## src/rtl/adder_error_monitor.sv

```systemverilog
// adder_error_monitor: streaming error-metric accumulator placed behind an
// approximate adder. Each accepted sample is compared with the exact N-bit
// sum. Over a run of NUM_SAMPLES samples the block collects the error count,
// the saturating sum of error distances and the largest error distance.
// Optional feature macro: ADDER_ERR_BIAS_EN adds the signed, saturating
// bias_sum output.
module adder_error_monitor #(
   parameter int N           = 16,
   parameter int NUM_SAMPLES = 1024,
   parameter int CNT_W       = 32,
   parameter int ACC_W       = 48
) (
   input  logic             clk,
   input  logic             rst,
   input  logic             start,
   input  logic             in_valid,
   output logic             in_ready,
   input  logic [N-1:0]     a,
   input  logic [N-1:0]     b,
   input  logic [N-1:0]     approx_sum,
   output logic             busy,
   output logic             done,
   output logic [CNT_W-1:0] sample_count,
   output logic [CNT_W-1:0] err_count,
   output logic [ACC_W-1:0] sum_ed,
   output logic [N-1:0]     max_ed
`ifdef ADDER_ERR_BIAS_EN
   ,
   output logic signed [ACC_W-1:0] bias_sum
`endif
);

   typedef enum logic [1:0] {ST_IDLE, ST_RUN, ST_DRAIN, ST_DONE} state_t;

   localparam logic [CNT_W-1:0] NUM_C = CNT_W'(NUM_SAMPLES);

   // Unsigned add that sticks at all-ones instead of wrapping.
   function automatic logic [ACC_W-1:0] sat_add_u(input logic [ACC_W-1:0] acc,
                                                  input logic [N-1:0]     inc);
      logic [ACC_W:0] s;
      s = {1'b0, acc} + {{(ACC_W+1-N){1'b0}}, inc};
      return s[ACC_W] ? {ACC_W{1'b1}} : s[ACC_W-1:0];
   endfunction

`ifdef ADDER_ERR_BIAS_EN
   // Signed add that clamps to the most positive / most negative value.
   function automatic logic signed [ACC_W-1:0] sat_add_s(input logic signed [ACC_W-1:0] acc,
                                                         input logic signed [N:0]       inc);
      logic signed [ACC_W:0] s;
      s = {acc[ACC_W-1], acc} + {{(ACC_W-N){inc[N]}}, inc};
      if (s[ACC_W] != s[ACC_W-1])
         return s[ACC_W] ? {1'b1, {(ACC_W-1){1'b0}}} : {1'b0, {(ACC_W-1){1'b1}}};
      return s[ACC_W-1:0];
   endfunction
`endif

   state_t            state_q, state_d;
   logic              in_ready_q, in_ready_d;
   logic              vld_p1_q, vld_p1_d;
   logic [N-1:0]      ed_p1_q, ed_p1_d;
   logic [CNT_W-1:0]  sample_count_q, sample_count_d;
   logic [CNT_W-1:0]  err_count_q, err_count_d;
   logic [ACC_W-1:0]  sum_ed_q, sum_ed_d;
   logic [N-1:0]      max_ed_q, max_ed_d;
`ifdef ADDER_ERR_BIAS_EN
   logic signed [N:0]       diff_p1_q, diff_p1_d;
   logic signed [ACC_W-1:0] bias_sum_q, bias_sum_d;
`endif

   logic              accept_p0;
   logic [N-1:0]      exact_p0;
   logic signed [N:0] diff_p0;
   logic [N-1:0]      ed_p0;

   assign accept_p0 = in_valid && in_ready_q;

   // ---- stage 0: exact sum (carry dropped) and error distance ----
   always_comb begin
      exact_p0 = a + b;
      diff_p0  = signed'({1'b0, approx_sum}) - signed'({1'b0, exact_p0});
      ed_p0    = diff_p0[N] ? N'(-diff_p0) : diff_p0[N-1:0];
   end

   // Next-state for run control, stage-1 capture and stage-2 accumulation.
   always_comb begin
      state_d        = state_q;
      vld_p1_d       = accept_p0;
      ed_p1_d        = ed_p0;
      sample_count_d = sample_count_q;
      err_count_d    = err_count_q;
      sum_ed_d       = sum_ed_q;
      max_ed_d       = max_ed_q;
`ifdef ADDER_ERR_BIAS_EN
      diff_p1_d      = diff_p0;
      bias_sum_d     = bias_sum_q;
`endif

      // ---- stage 2: fold the registered sample into the accumulators ----
      if (vld_p1_q) begin
         if (ed_p1_q != '0) err_count_d = err_count_q + CNT_W'(1);
         sum_ed_d = sat_add_u(sum_ed_q, ed_p1_q);
         if (ed_p1_q > max_ed_q) max_ed_d = ed_p1_q;
`ifdef ADDER_ERR_BIAS_EN
         bias_sum_d = sat_add_s(bias_sum_q, diff_p1_q);
`endif
      end

      if (accept_p0) sample_count_d = sample_count_q + CNT_W'(1);

      case (state_q)
         ST_IDLE, ST_DONE: begin
            if (start) begin
               state_d        = ST_RUN;
               vld_p1_d       = 1'b0;
               sample_count_d = '0;
               err_count_d    = '0;
               sum_ed_d       = '0;
               max_ed_d       = '0;
`ifdef ADDER_ERR_BIAS_EN
               bias_sum_d     = '0;
`endif
            end
         end
         ST_RUN:   if (sample_count_d == NUM_C) state_d = ST_DRAIN;
         // Accumulators are final one edge after the last stage-1 valid.
         ST_DRAIN: if (!vld_p1_q) state_d = ST_DONE;
         default:  state_d = ST_IDLE;
      endcase

      in_ready_d = (state_d == ST_RUN) && (sample_count_d < NUM_C);
   end

   // ---- stage 1 register boundary; reset covers control and visible results ----
   always_ff @(posedge clk) begin
      ed_p1_q <= ed_p1_d;
`ifdef ADDER_ERR_BIAS_EN
      diff_p1_q <= diff_p1_d;
`endif
      if (rst) begin
         state_q        <= ST_IDLE;
         in_ready_q     <= 1'b0;
         vld_p1_q       <= 1'b0;
         sample_count_q <= '0;
         err_count_q    <= '0;
         sum_ed_q       <= '0;
         max_ed_q       <= '0;
`ifdef ADDER_ERR_BIAS_EN
         bias_sum_q     <= '0;
`endif
      end else begin
         state_q        <= state_d;
         in_ready_q     <= in_ready_d;
         vld_p1_q       <= vld_p1_d;
         sample_count_q <= sample_count_d;
         err_count_q    <= err_count_d;
         sum_ed_q       <= sum_ed_d;
         max_ed_q       <= max_ed_d;
`ifdef ADDER_ERR_BIAS_EN
         bias_sum_q     <= bias_sum_d;
`endif
      end
   end

   assign in_ready     = in_ready_q;
   assign busy         = (state_q == ST_RUN) || (state_q == ST_DRAIN);
   assign done         = (state_q == ST_DONE);
   assign sample_count = sample_count_q;
   assign err_count    = err_count_q;
   assign sum_ed       = sum_ed_q;
   assign max_ed       = max_ed_q;
`ifdef ADDER_ERR_BIAS_EN
   assign bias_sum     = bias_sum_q;
`endif

endmodule

```

## config.mk

```make
export PLATFORM = sky130hd
export DESIGN_NAME = adder_error_monitor
export DESIGN_NICKNAME = d
export VERILOG_FILES = /design/src/rtl/adder_error_monitor.sv
export SDC_FILE = /design/constraint.sdc
export NUM_CORES = 1
export LEC_CHECK = 0
export CORE_UTILIZATION = 48
export DETAILED_ROUTE_END_ITERATION = 7
export PLACE_DENSITY = 0.85
export RECOVER_POWER = 100
export SYNTH_ARGS = -nofsm -noshare
export SYNTH_HDL_FRONTEND = slang
export SYNTH_SLANG_ARGS = --single-unit
```

## constraint.sdc

```tcl
create_clock -name clk -period 4.6 [get_ports clk]
set_clock_uncertainty 0.2 [all_clocks]
set_input_delay 1.15 -clock clk [delete_from_list [all_inputs] [get_ports clk]]
set_output_delay 1.15 -clock clk [all_outputs]
set_load 0.02 [all_outputs]
```

Word level (Yosys, flattened, before mapping):

Index checks and enable logic that the tools add are counted.

* bits in registers: 148
* latch bits: 0
* RAM bits: 0
* ROM bits: 0
* output and inout port bits: 131
* logic and storage cells: 49
* memories kept: 0

* add/sub/neg operators: 6
* multipliers: 0
* div/mod/pow operators: 0
* order comparisons: 2
* equality and inequality tests: 5
* shift-type cells: 0
* mux-type cells: 22
* bitwise logic cells: 0
* reductions and logical operators: 6

Operators by type and width (count)
* $mux W32: 7
* $mux W48: 4
* $mux W16: 5
* $add A32 B1 Y32 const B: 2
* $add A48 B16 Y49: 1
* $eq A32 B11 Y1 const B: 1
* $lt A32 B11 Y1 const B: 1
* $sub A16 B16 Y17: 1
* $add A16 B16 Y16: 1
* $gt A16 B16 Y1: 1
* $neg A16 Y16: 1
* $reduce_bool A16 Y1: 1
* $mux W2: 3
* $pmux W2 S3: 1
* $eq A2 B1 Y1 const B: 2
* $eq A2 B2 Y1 const B: 2
* $logic_and A1 B1 Y1: 2
* $logic_not A2 Y1: 1
* $mux W1: 2
* $reduce_or A2 Y1: 1
* $logic_or A1 B1 Y1: 1

Logic depth before layout (Yosys ltp):

Gate-level depths: netlist of the first run.

* depth in word-level cells: 7
* gate-level depth with buffers: 19

Worst setup path after synthesis of the first run:

No wires, ideal clock.

* path kind: in2reg
* from: input port a[0]
* to: register ed_p1_q[15]
* library setup time: 0.120 ns
* data arrival time: 4.681 ns
* path slack: -0.401 ns
* cell stages on the path: 18
* path buffers: 1
* cell sequence: ha_1 fa_1 a21o_1 a21oi_1 o21ba_2 o21ai_0 a21oi_1 xor2_1 ha_1 clkbuf_1 nand4_1 or3b_2 a31oi_1 nor3_1 xnor2_1 nor3_1 a41oi_1 xnor2_1

* longest elaborated chain between the ends: 4

Ends and longest elaborated chain
* start: declaration: RTL line 18 `input logic [N-1:0] a,`
* $add A16 B16 Y16 (*): RTL line 79 `exact_p0 = a + b;`
* $sub A16 B16 Y17 (*): RTL line 80 `diff_p0 = signed'({1'b0, approx_sum}) - signed'({1'b0, exact_p0});`
* $neg A16 Y16: RTL line 81 `ed_p0 = diff_p0[N] ? N'(-diff_p0) : diff_p0[N-1:0];`
* $mux W16 (*): RTL line 81
* named net ed_p0[15]: RTL line 73 `logic [N-1:0] ed_p0;`
* end signal: assignment: RTL line 135 `ed_p1_q <= ed_p1_d;`
* end: declaration: RTL line 60 `logic [N-1:0] ed_p1_q, ed_p1_d;`

The timed path passes the listed nets; every way through them passes the cells marked *.
A chain may end at the register's enable or synchronous reset.

Final worst setup path of the first run:

* from: input port b[3]
* to: register ed_p1_q[13]

* longest elaborated chain between the ends: 4

Ends and longest elaborated chain
* start: declaration: RTL line 19 `input logic [N-1:0] b,`
* $add A16 B16 Y16 (*): RTL line 79
* $sub A16 B16 Y17 (*): RTL line 80
* $neg A16 Y16: RTL line 81
* $mux W16 (*): RTL line 81
* named net ed_p0[13]: RTL line 73

Marks and branches as above.

==> metrics.md, run 1 <==
| Metric | Value |
|---|---|
| Count of max-cap constraint violations | 1 |
| Register-to-Register Path Depth | 12 |
| Vias per Instance | 5.682 |
| Number of unique standard cell types used by synthesis | 75 |
| Layout net count | 1552 |
| # H-tree levels | 4 |
| Post-layout min period | 4.586 ns |
| Violations in the final reports | capacitance limit, slew limit |
| Arrival time at the worst endpoint | 4.74 ns |
| Capture endpoint of the worst hold path | max_ed[3] |
| Number of antenna violations at the first check in global routing | 0 |
| Critical Path Slowest Stage Cell | sky130_fd_sc_hd__clkdlybuf4s50_1 |
| Master cell of the clock root buffer | sky130_fd_sc_hd__clkbuf_16 |
| Hold/Removal Path Class | flip-flop to flip-flop |
| # clock sinks | 148 |
| Slack of the worst reg-to-reg path | 0.61 ns |
| Area of the mapped netlist | 9585 um2 |
| Most common library cell in the layout ignoring fill and taps | sky130_fd_sc_hd__dfxtp_1 |
| Synthesized instance count | 1174 |
| Area growth from synthesis to layout | 36.74% |
| Maximum buffer depth of the clock tree | 2 |
| Area post-placement | 12220 um2 |
| Post-detailed-placement half-perimeter wirelength | 19.13 mm |
| Post-layout instance area | 13110 um2 |
| Ant diodes | 0 |
| Cell family with most CP delay | compound AO/OA/AOI/OAI gates |
| Number of nets produced by synthesis | 1298 |
| Total overflow reported by the global router | 0 |
| Critical Path End Type | flip-flop |
| Sequential share of the synthesized area | 0.3091 |
| Routability Congestion | 0.9225 |
| Setup repair after global routing missed its margin | yes |
| Startpoint kind of the worst setup timing path | primary input |
| Largest net degree at the start of global routing | 65 |
| Total clock buffers created by CTS | 17 |
| Result of the run | complete, but fails checks |
| Worst rel slew slack | -0.1611 |
| Post-layout total power | 4.475 mW |
| Post-layout worst setup margin | 0.01361 ns |
| Die area | 20540 um2 |
| Least-Margin Pin Slew | 1.742 ns |
| Worst r2r src | ed_p1_q[0] |
| Upper clock frequency limit | 218.0 MHz |
| Leak Pwr | 5.502 nW |
| Antenna viol nets, final | 0 |
| Endpoint of the most critical register-to-register path | sum_ed[31] |
| Worst path required time | 4.75 ns |
| Count of unresolved DRC violations after routing | 0 |
| CP cell instances | clkdlybuf4s50_1, ha_1, inv_2, o21bai_2, buf_4, buf_4, buf_4, a21oi_1, xnor2_1, ha_1, nor2_2, nor2_2, o31a_1, o41ai_2, o21a_2, o21ai_4, buf_4, a21oi_1, xnor2_1 |
| Clock Pin Slew Worst Setup and Hold Paths | 0.06 ns |
| Hold Crit Start | max_ed[3] |
| Top Ports | 183 |
| Max Slew Vio Count | 46 |
| VDD IR max | 0.2753 mV |
| WL final | 26.73 mm |
| Clock tree from TritonCTS | yes |
| Start-to-end type of the worst setup path | primary input to flip-flop |
| Effective utilization at floorplan | 0.4909 |
| Vias post-DR | 9694 |
| Count of input and output buffers | 182 |
| Total global routing track utilization | 0.2543 |
| Final Core Density | 0.6713 |
| Wire length of the first global-routing pass | 41.92 mm |
| Final number of hold-violating endpoints | 0 |
| Share of the clock period used by the worst path after layout | 0.9970 |
| X dimension of the die | 143.3 um |
| Warnings, synthesis | 0 |
| Synthesized area divided by synthesized cell count | 8.165 um2 |
| Row cnt | 51 |
| Core footprint | 19530 um2 |
| Vias in the first global route | 9107 |
| Setup violation total in the final timing report | 0 |
| Average wire per standard cell | 15.67 um |
| Die boundary height | 143.3 um |
| Most used cells in the layout excluding fill and tap cells | sky130_fd_sc_hd__dfxtp_1 (148), sky130_fd_sc_hd__dlygate4sd3_1 (134), sky130_fd_sc_hd__nor2_1 (111) |
| Synth async-reset ratio | 0 |
| Buffers plus inverters on the worst setup path | 6 |
| Critical path fanouts, max | 5 |
| Cell count of the worst hold path | 2 |
| Most common cell type on the critical path | sky130_fd_sc_hd__buf_4 |
| Setup Slack @ Placement | -0.6033 ns |
| Number of register bits inferred by synthesis | 148 |
| Clk Latency, worst-skew pair | 0.42 ns |
| Total power density per cell area | 341.4 nW/um2 |
| Layout cells sized above 1 | 0.1298 |
| Drt first-iter violations | 524 |
| Ys flop type | sky130_fd_sc_hd__dfxtp_1 |
| Router iterations before antenna repair | 5 |
| Tightest hold margin | 0.2788 ns |
| CP peak stage delay | 0.40 ns |
| Fillcell total | 1540 |
| Number of flops mapped to enable cells by yosys | 0 |
logic make-up (layout without fill, tap and decap cells):
family	Yosys count	in the layout	synth area share
buf+inv	98	365	0.03994
simple gates	468	468	0.2522
flops	148	148	0.3091
compound gates	240	240	0.1636
mux	27	27	0.02833
fa+ha+maj	72	72	0.09633
xor+xnor	121	121	0.1106
synthesized netlist by cell type, types with 4 or more instances:
| cell | instances | area share |
|---|---|---|
| sky130_fd_sc_hd__or4_1 | 7 | 0.0055 |
| sky130_fd_sc_hd__or2_2 | 4 | 0.0026 |
| sky130_fd_sc_hd__ha_1 | 69 | 0.090 |
| sky130_fd_sc_hd__a311oi_1 | 10 | 0.0091 |
| sky130_fd_sc_hd__inv_1 | 53 | 0.021 |
| sky130_fd_sc_hd__dfxtp_1 | 148 | 0.31 |
| sky130_fd_sc_hd__nand3_1 | 42 | 0.022 |
| sky130_fd_sc_hd__nand3b_1 | 7 | 0.0055 |
| sky130_fd_sc_hd__and4_1 | 9 | 0.0082 |
| sky130_fd_sc_hd__or3_1 | 17 | 0.011 |
| sky130_fd_sc_hd__buf_2 | 9 | 0.0047 |
| sky130_fd_sc_hd__a211oi_1 | 15 | 0.012 |
| sky130_fd_sc_hd__nand2_1 | 104 | 0.041 |
| sky130_fd_sc_hd__o211ai_1 | 4 | 0.0031 |
| sky130_fd_sc_hd__or2_1 | 4 | 0.0026 |
| sky130_fd_sc_hd__o21bai_1 | 6 | 0.0047 |
| sky130_fd_sc_hd__nor2b_1 | 12 | 0.0078 |
| sky130_fd_sc_hd__and3_1 | 34 | 0.022 |
| sky130_fd_sc_hd__o21a_1 | 17 | 0.013 |
| sky130_fd_sc_hd__nor4_1 | 12 | 0.0078 |
| sky130_fd_sc_hd__nand2b_1 | 5 | 0.0033 |
| sky130_fd_sc_hd__a41oi_1 | 4 | 0.0037 |
| sky130_fd_sc_hd__o21ai_0 | 52 | 0.027 |
| sky130_fd_sc_hd__and2_1 | 14 | 0.0091 |
| sky130_fd_sc_hd__clkbuf_1 | 34 | 0.013 |
| sky130_fd_sc_hd__xor2_1 | 48 | 0.044 |
| sky130_fd_sc_hd__xnor2_1 | 73 | 0.067 |
| sky130_fd_sc_hd__nor3_1 | 38 | 0.020 |
| sky130_fd_sc_hd__nand4_1 | 25 | 0.016 |
| sky130_fd_sc_hd__a31oi_1 | 14 | 0.0091 |
| sky130_fd_sc_hd__a21o_1 | 17 | 0.013 |
| sky130_fd_sc_hd__nor2_1 | 114 | 0.045 |
| sky130_fd_sc_hd__a21oi_1 | 62 | 0.032 |
| sky130_fd_sc_hd__mux2i_1 | 26 | 0.027 |
final cells by class:
type                            count  area, um2  area share
Tap cell                          265      331.6     0.02530
Sequential cell                   148       2963      0.2260
Multi-Input combinational cell    928       6526      0.4979
Clock buffer                       21      450.4     0.03436
Timing Repair Buffer              280       2532      0.1932
Clock inverter                     11      105.1    0.008018
Inverter                           53      198.9     0.01518
metal layers:
layer,GRT usage,up-vias,share of wire,wire length [um]
met4,0.1187,0,0.033,889
met1,0.2880,4559,0.40,10630
met5,0,-,0,0
met3,0.06298,64,0.071,1891
li1,-,4740,-,-
met2,0.4483,331,0.50,13320
state kept, by name (all words and copies together), names as in the netlist:
signal,cells
in_ready,1
sum_ed,48
state_q,2
sample_count,32
max_ed,16
err_count,32
vld_p1_q,1
ed_p1_q,16
tightest hold or removal path, stage by stage, from the launching register on:
cell and delay (ns):
sky130_fd_sc_hd__dfxtp_1 0.32, sky130_fd_sc_hd__nand2_1 0.06, sky130_fd_sc_hd__mux2i_1 0.05
stage by stage:
| stage | std cells | TNS (ns) |
|---|---|---|
| global route | 1706 | -1.386 |
| global placement | 1657 | -5.868 |
| finish | 1706 | 0 |
| detailed placement | 1657 | -8.124 |
| CTS | 1695 | 0 |
| floorplan | 1174 | 0 |
how the worst max path moves through the flow:
stage | start | to | slack (ns) | cells past startpoint
after global routing | b[3] | ed_p1_q[15] | -0.14 | 19
after CTS | a[2] | ed_p1_q[15] | 0.1 | 16
after floorplan | a[0] | ed_p1_q[15] | 0.004 | 17
final | b[3] | ed_p1_q[13] | 0.01 | 19
after detailed placement | b[1] | ed_p1_q[15] | -0.60 | 18
after global placement | a[0] | ed_p1_q[15] | -0.48 | 17
report_power, final:
| part | switching (mW) | leakage, nW | internal (mW) |
|---|---|---|---|
| combinational | 0.825 | 4.03 | 0.827 |
| sequential | 0.138 | 1.20 | 1.38 |
| clock | 0.549 | 0.271 | 0.760 |
| total | 1.51 | 5.50 | 2.96 |
repair_timing:
item | CTS | global route
cloned | 0 | 1
hold buffers | 0 | 0
buffers inserted | 6 | 10
endpoints found under the setup margin | 15 | 15
hold endpoints to repair | 0 | 0
pin swaps | 33 | 25
resized for setup | 26 | 37
Note: power is estimated with default switching activity, not from simulation.
==> inputs of run 2 (changes only) <==
--- a/config.mk
+++ b/config.mk
@@ -5,6 +5,7 @@
 export SDC_FILE = /design/constraint.sdc
 export NUM_CORES = 1
 export LEC_CHECK = 0
+export CAP_MARGIN = 20
 export CORE_UTILIZATION = 48
 export DETAILED_ROUTE_END_ITERATION = 7
 export PLACE_DENSITY = 0.85
==> run 2 against run 1 <==
Against the previous run:
- worst hold slack got worse by 0.0015 ns
- the run still ends with capacitance limit, slew limit left
- power about the same
- global-route usage unchanged
- setup slack improved by 0.0048 ns
- largest power group unchanged
- critical path type unchanged
- largest cell class unchanged
- highest routed layer unchanged
==> metrics.md, run 2 (synthesized netlist as in run 1, its figures left out) <==
| Metric | Value |
|---|---|
| Result of the run | complete, but fails checks |
| Violations in the final reports | capacitance limit, slew limit |
| Core footprint | 19530 um2 |
| Layout cells sized above 1 | 0.1304 |
| Number of antenna violations at the first check in global routing | 0 |
| Routability Congestion | 0.9225 |
| Die boundary height | 143.3 um |
| Most common library cell in the layout ignoring fill and taps | sky130_fd_sc_hd__dfxtp_1 |
| Upper clock frequency limit | 218.3 MHz |
| Most common cell type on the critical path | sky130_fd_sc_hd__buf_4 |
| Clock Power Share | 0.292 |
| Worst rel slew slack | -0.1694 |
| Max Slew Vio Count | 46 |
| Drt first-iter violations | 518 |
| Area growth from synthesis to layout | 36.80% |
| Routing usage on met2 | 0.4483 |
| Leak Pwr | 5.507 nW |
| Fillcell total | 1540 |
| Switching power summed over all nets | 1.513 mW |
| Final cell count without fillers | 1707 |
| Busiest layer in global routing | met2 |
| Total clock buffers created by CTS | 17 |
| Met1 usage | 0.2880 |
| Post-layout total power | 4.476 mW |
| Met3 track demand over resource | 0.06298 |
| Count of unresolved DRC violations after routing | 0 |
| Critical Path End Type | flip-flop |
| Vias per Instance | 5.683 |
| Share of the clock period used by the worst path after layout | 0.9960 |
| Setup repair after global routing missed its margin | yes |
| Average wire per standard cell | 15.62 um |
| # clock sinks | 148 |
| Vias in the first global route | 9107 |
| Setup violation total in the final timing report | 0 |
| Master cell of the clock root buffer | sky130_fd_sc_hd__clkbuf_16 |
| Total placed cells including tap cells | 1657 |
| Ant diodes | 0 |
| Layout net count | 1553 |
| Largest net degree at the start of global routing | 65 |
| WL final | 26.67 mm |
| Max reg flops | 48 |
| Clk Latency, worst-skew pair | 0.42 ns |
| Critical path fanouts, max | 5 |
| # H-tree levels | 4 |
| Start-to-end type of the worst setup path | primary input to flip-flop |
| Combinational power share | 0.369 |
| Row cnt | 51 |
| Post-layout min period | 4.582 ns |
| CP cell instances | clkdlybuf4s50_1, ha_1, inv_2, o21bai_2, buf_4, buf_4, buf_4, a21oi_1, xnor2_1, ha_1, nor2_2, nor2_2, o31a_1, o41ai_2, o21a_2, o21ai_4, buf_4, a21oi_1, xnor2_1 |
| Least-Margin Pin Slew | 1.754 ns |
| VDD IR max | 0.2739 mV |
| Antenna viol nets, final | 0 |
| Total power density per cell area | 341.4 nW/um2 |
| Clock tree from TritonCTS | yes |
| Vias post-DR | 9701 |
| X dimension of the die | 143.3 um |
| CP peak stage delay | 0.40 ns |
| Cts-stage hold buffer count | 0 |
| Arrival time at the worst endpoint | 4.73 ns |
| Setup Slack @ Placement | -0.6033 ns |
| Worst path required time | 4.75 ns |
| Post-detailed-placement half-perimeter wirelength | 19.13 mm |
| Maximum buffer depth of the clock tree | 2 |
| Effective utilization at floorplan | 0.4909 |
| Top Ports | 183 |
| Area post-placement | 12220 um2 |
| Clock Pin Slew Worst Setup and Hold Paths | 0.06 ns |
| Seq pwr share | 0.338 |
| Final number of hold-violating endpoints | 0 |
| Hold/Removal Path Class | flip-flop to flip-flop |
| Final Core Density | 0.6715 |
| Die area | 20540 um2 |
| Router iterations before antenna repair | 6 |
| Count of max-cap constraint violations | 1 |
| Count of input and output buffers | 182 |
| Total global routing track utilization | 0.2543 |
| Internal power contribution | 2.963 mW |
| Wire length of the first global-routing pass | 41.92 mm |
| Most used cells in the layout excluding fill and tap cells | sky130_fd_sc_hd__dfxtp_1 (148), sky130_fd_sc_hd__dlygate4sd3_1 (134), sky130_fd_sc_hd__nor2_1 (111) |
| Sw Ratio | 0.3381 |
| Startpoint kind of the worst setup timing path | primary input |
| Critical Path Slowest Stage Cell | sky130_fd_sc_hd__clkdlybuf4s50_1 |
| Post-layout worst setup margin | 0.01837 ns |
| Post-layout instance area | 13110 um2 |
| Total overflow reported by the global router | 0 |
run 2: cell count changes in the layout (fill, tap and decap cells not counted), sizes merged:
cell,previous run,this run
clkbuf,30,31
run 2: timing repair:
| item | in CTS | in global routing |
|---|---|---|
| endpoints found under the setup margin | 15 | 15 |
| gates cloned | 0 | 1 |
| endpoints found under the hold margin | 0 | 0 |
| pin swaps | 33 | 25 |
| buffers inserted | 6 | 10 |
| gates resized for setup | 26 | 37 |
run 2: stage by stage:
| stage | hold slack, ns | setup TNS, ns |
|---|---|---|
| after floorplan | 0.2644 | 0 |
| after global placement | 0.2610 | -5.868 |
| after detailed placement | 0.2752 | -8.124 |
| after CTS | 0.2799 | 0 |
| after global routing | 0.3002 | -1.386 |
| final | 0.2773 | 0 |
run 2: final timing paths:
path                            startpoint           to  slack [ns]  cells past startpoint
worst max-delay path                  b[3]  ed_p1_q[13]        0.02                     19
worst min-delay path             max_ed[3]    max_ed[3]        0.28                      2
worst max register to register  ed_p1_q[0]   sum_ed[31]        0.61                     12
worst min register to register   max_ed[3]    max_ed[3]        0.28                      2
run 2: power by group through the flow:
stage	Sequential [mW]	Combinational [mW]	Clock, mW
floorplan	1.48	0.983	0
global placement	1.54	1.41	0
detailed placement	1.54	1.46	0
CTS	1.51	1.53	1.33
global route	1.52	1.80	1.39
finish	1.51	1.65	1.31
run 2: critical path: cells and delay by family:
kind / cells / cell delay, ns
and+or+nand+nor: 2 / 0.27
xor gates and xnor gates: 2 / 0.32
adders and majority gates: 2 / 0.67
AOI/OAI and AO/OA: 7 / 1.29
buffers and inverters: 6 / 1.04
run 2: layer usage:
metal,up-vias,share of wire
met5,-,0
met4,0,0.034
met3,69,0.071
met2,340,0.50
met1,4546,0.40
li1,4746,-
run 2: area by class of cell:
| class | instances | area (um2) | area share |
|---|---|---|---|
| flip-flops and latches | 148 | 2963 | 0.2260 |
| inverters | 53 | 198.9 | 0.01517 |
| multi-input cells | 928 | 6526 | 0.4977 |
| clock buffers | 21 | 450.4 | 0.03435 |
| clock inverters | 11 | 105.1 | 0.008015 |
| repair buffers | 281 | 2537 | 0.1935 |
| well taps | 265 | 331.6 | 0.02529 |
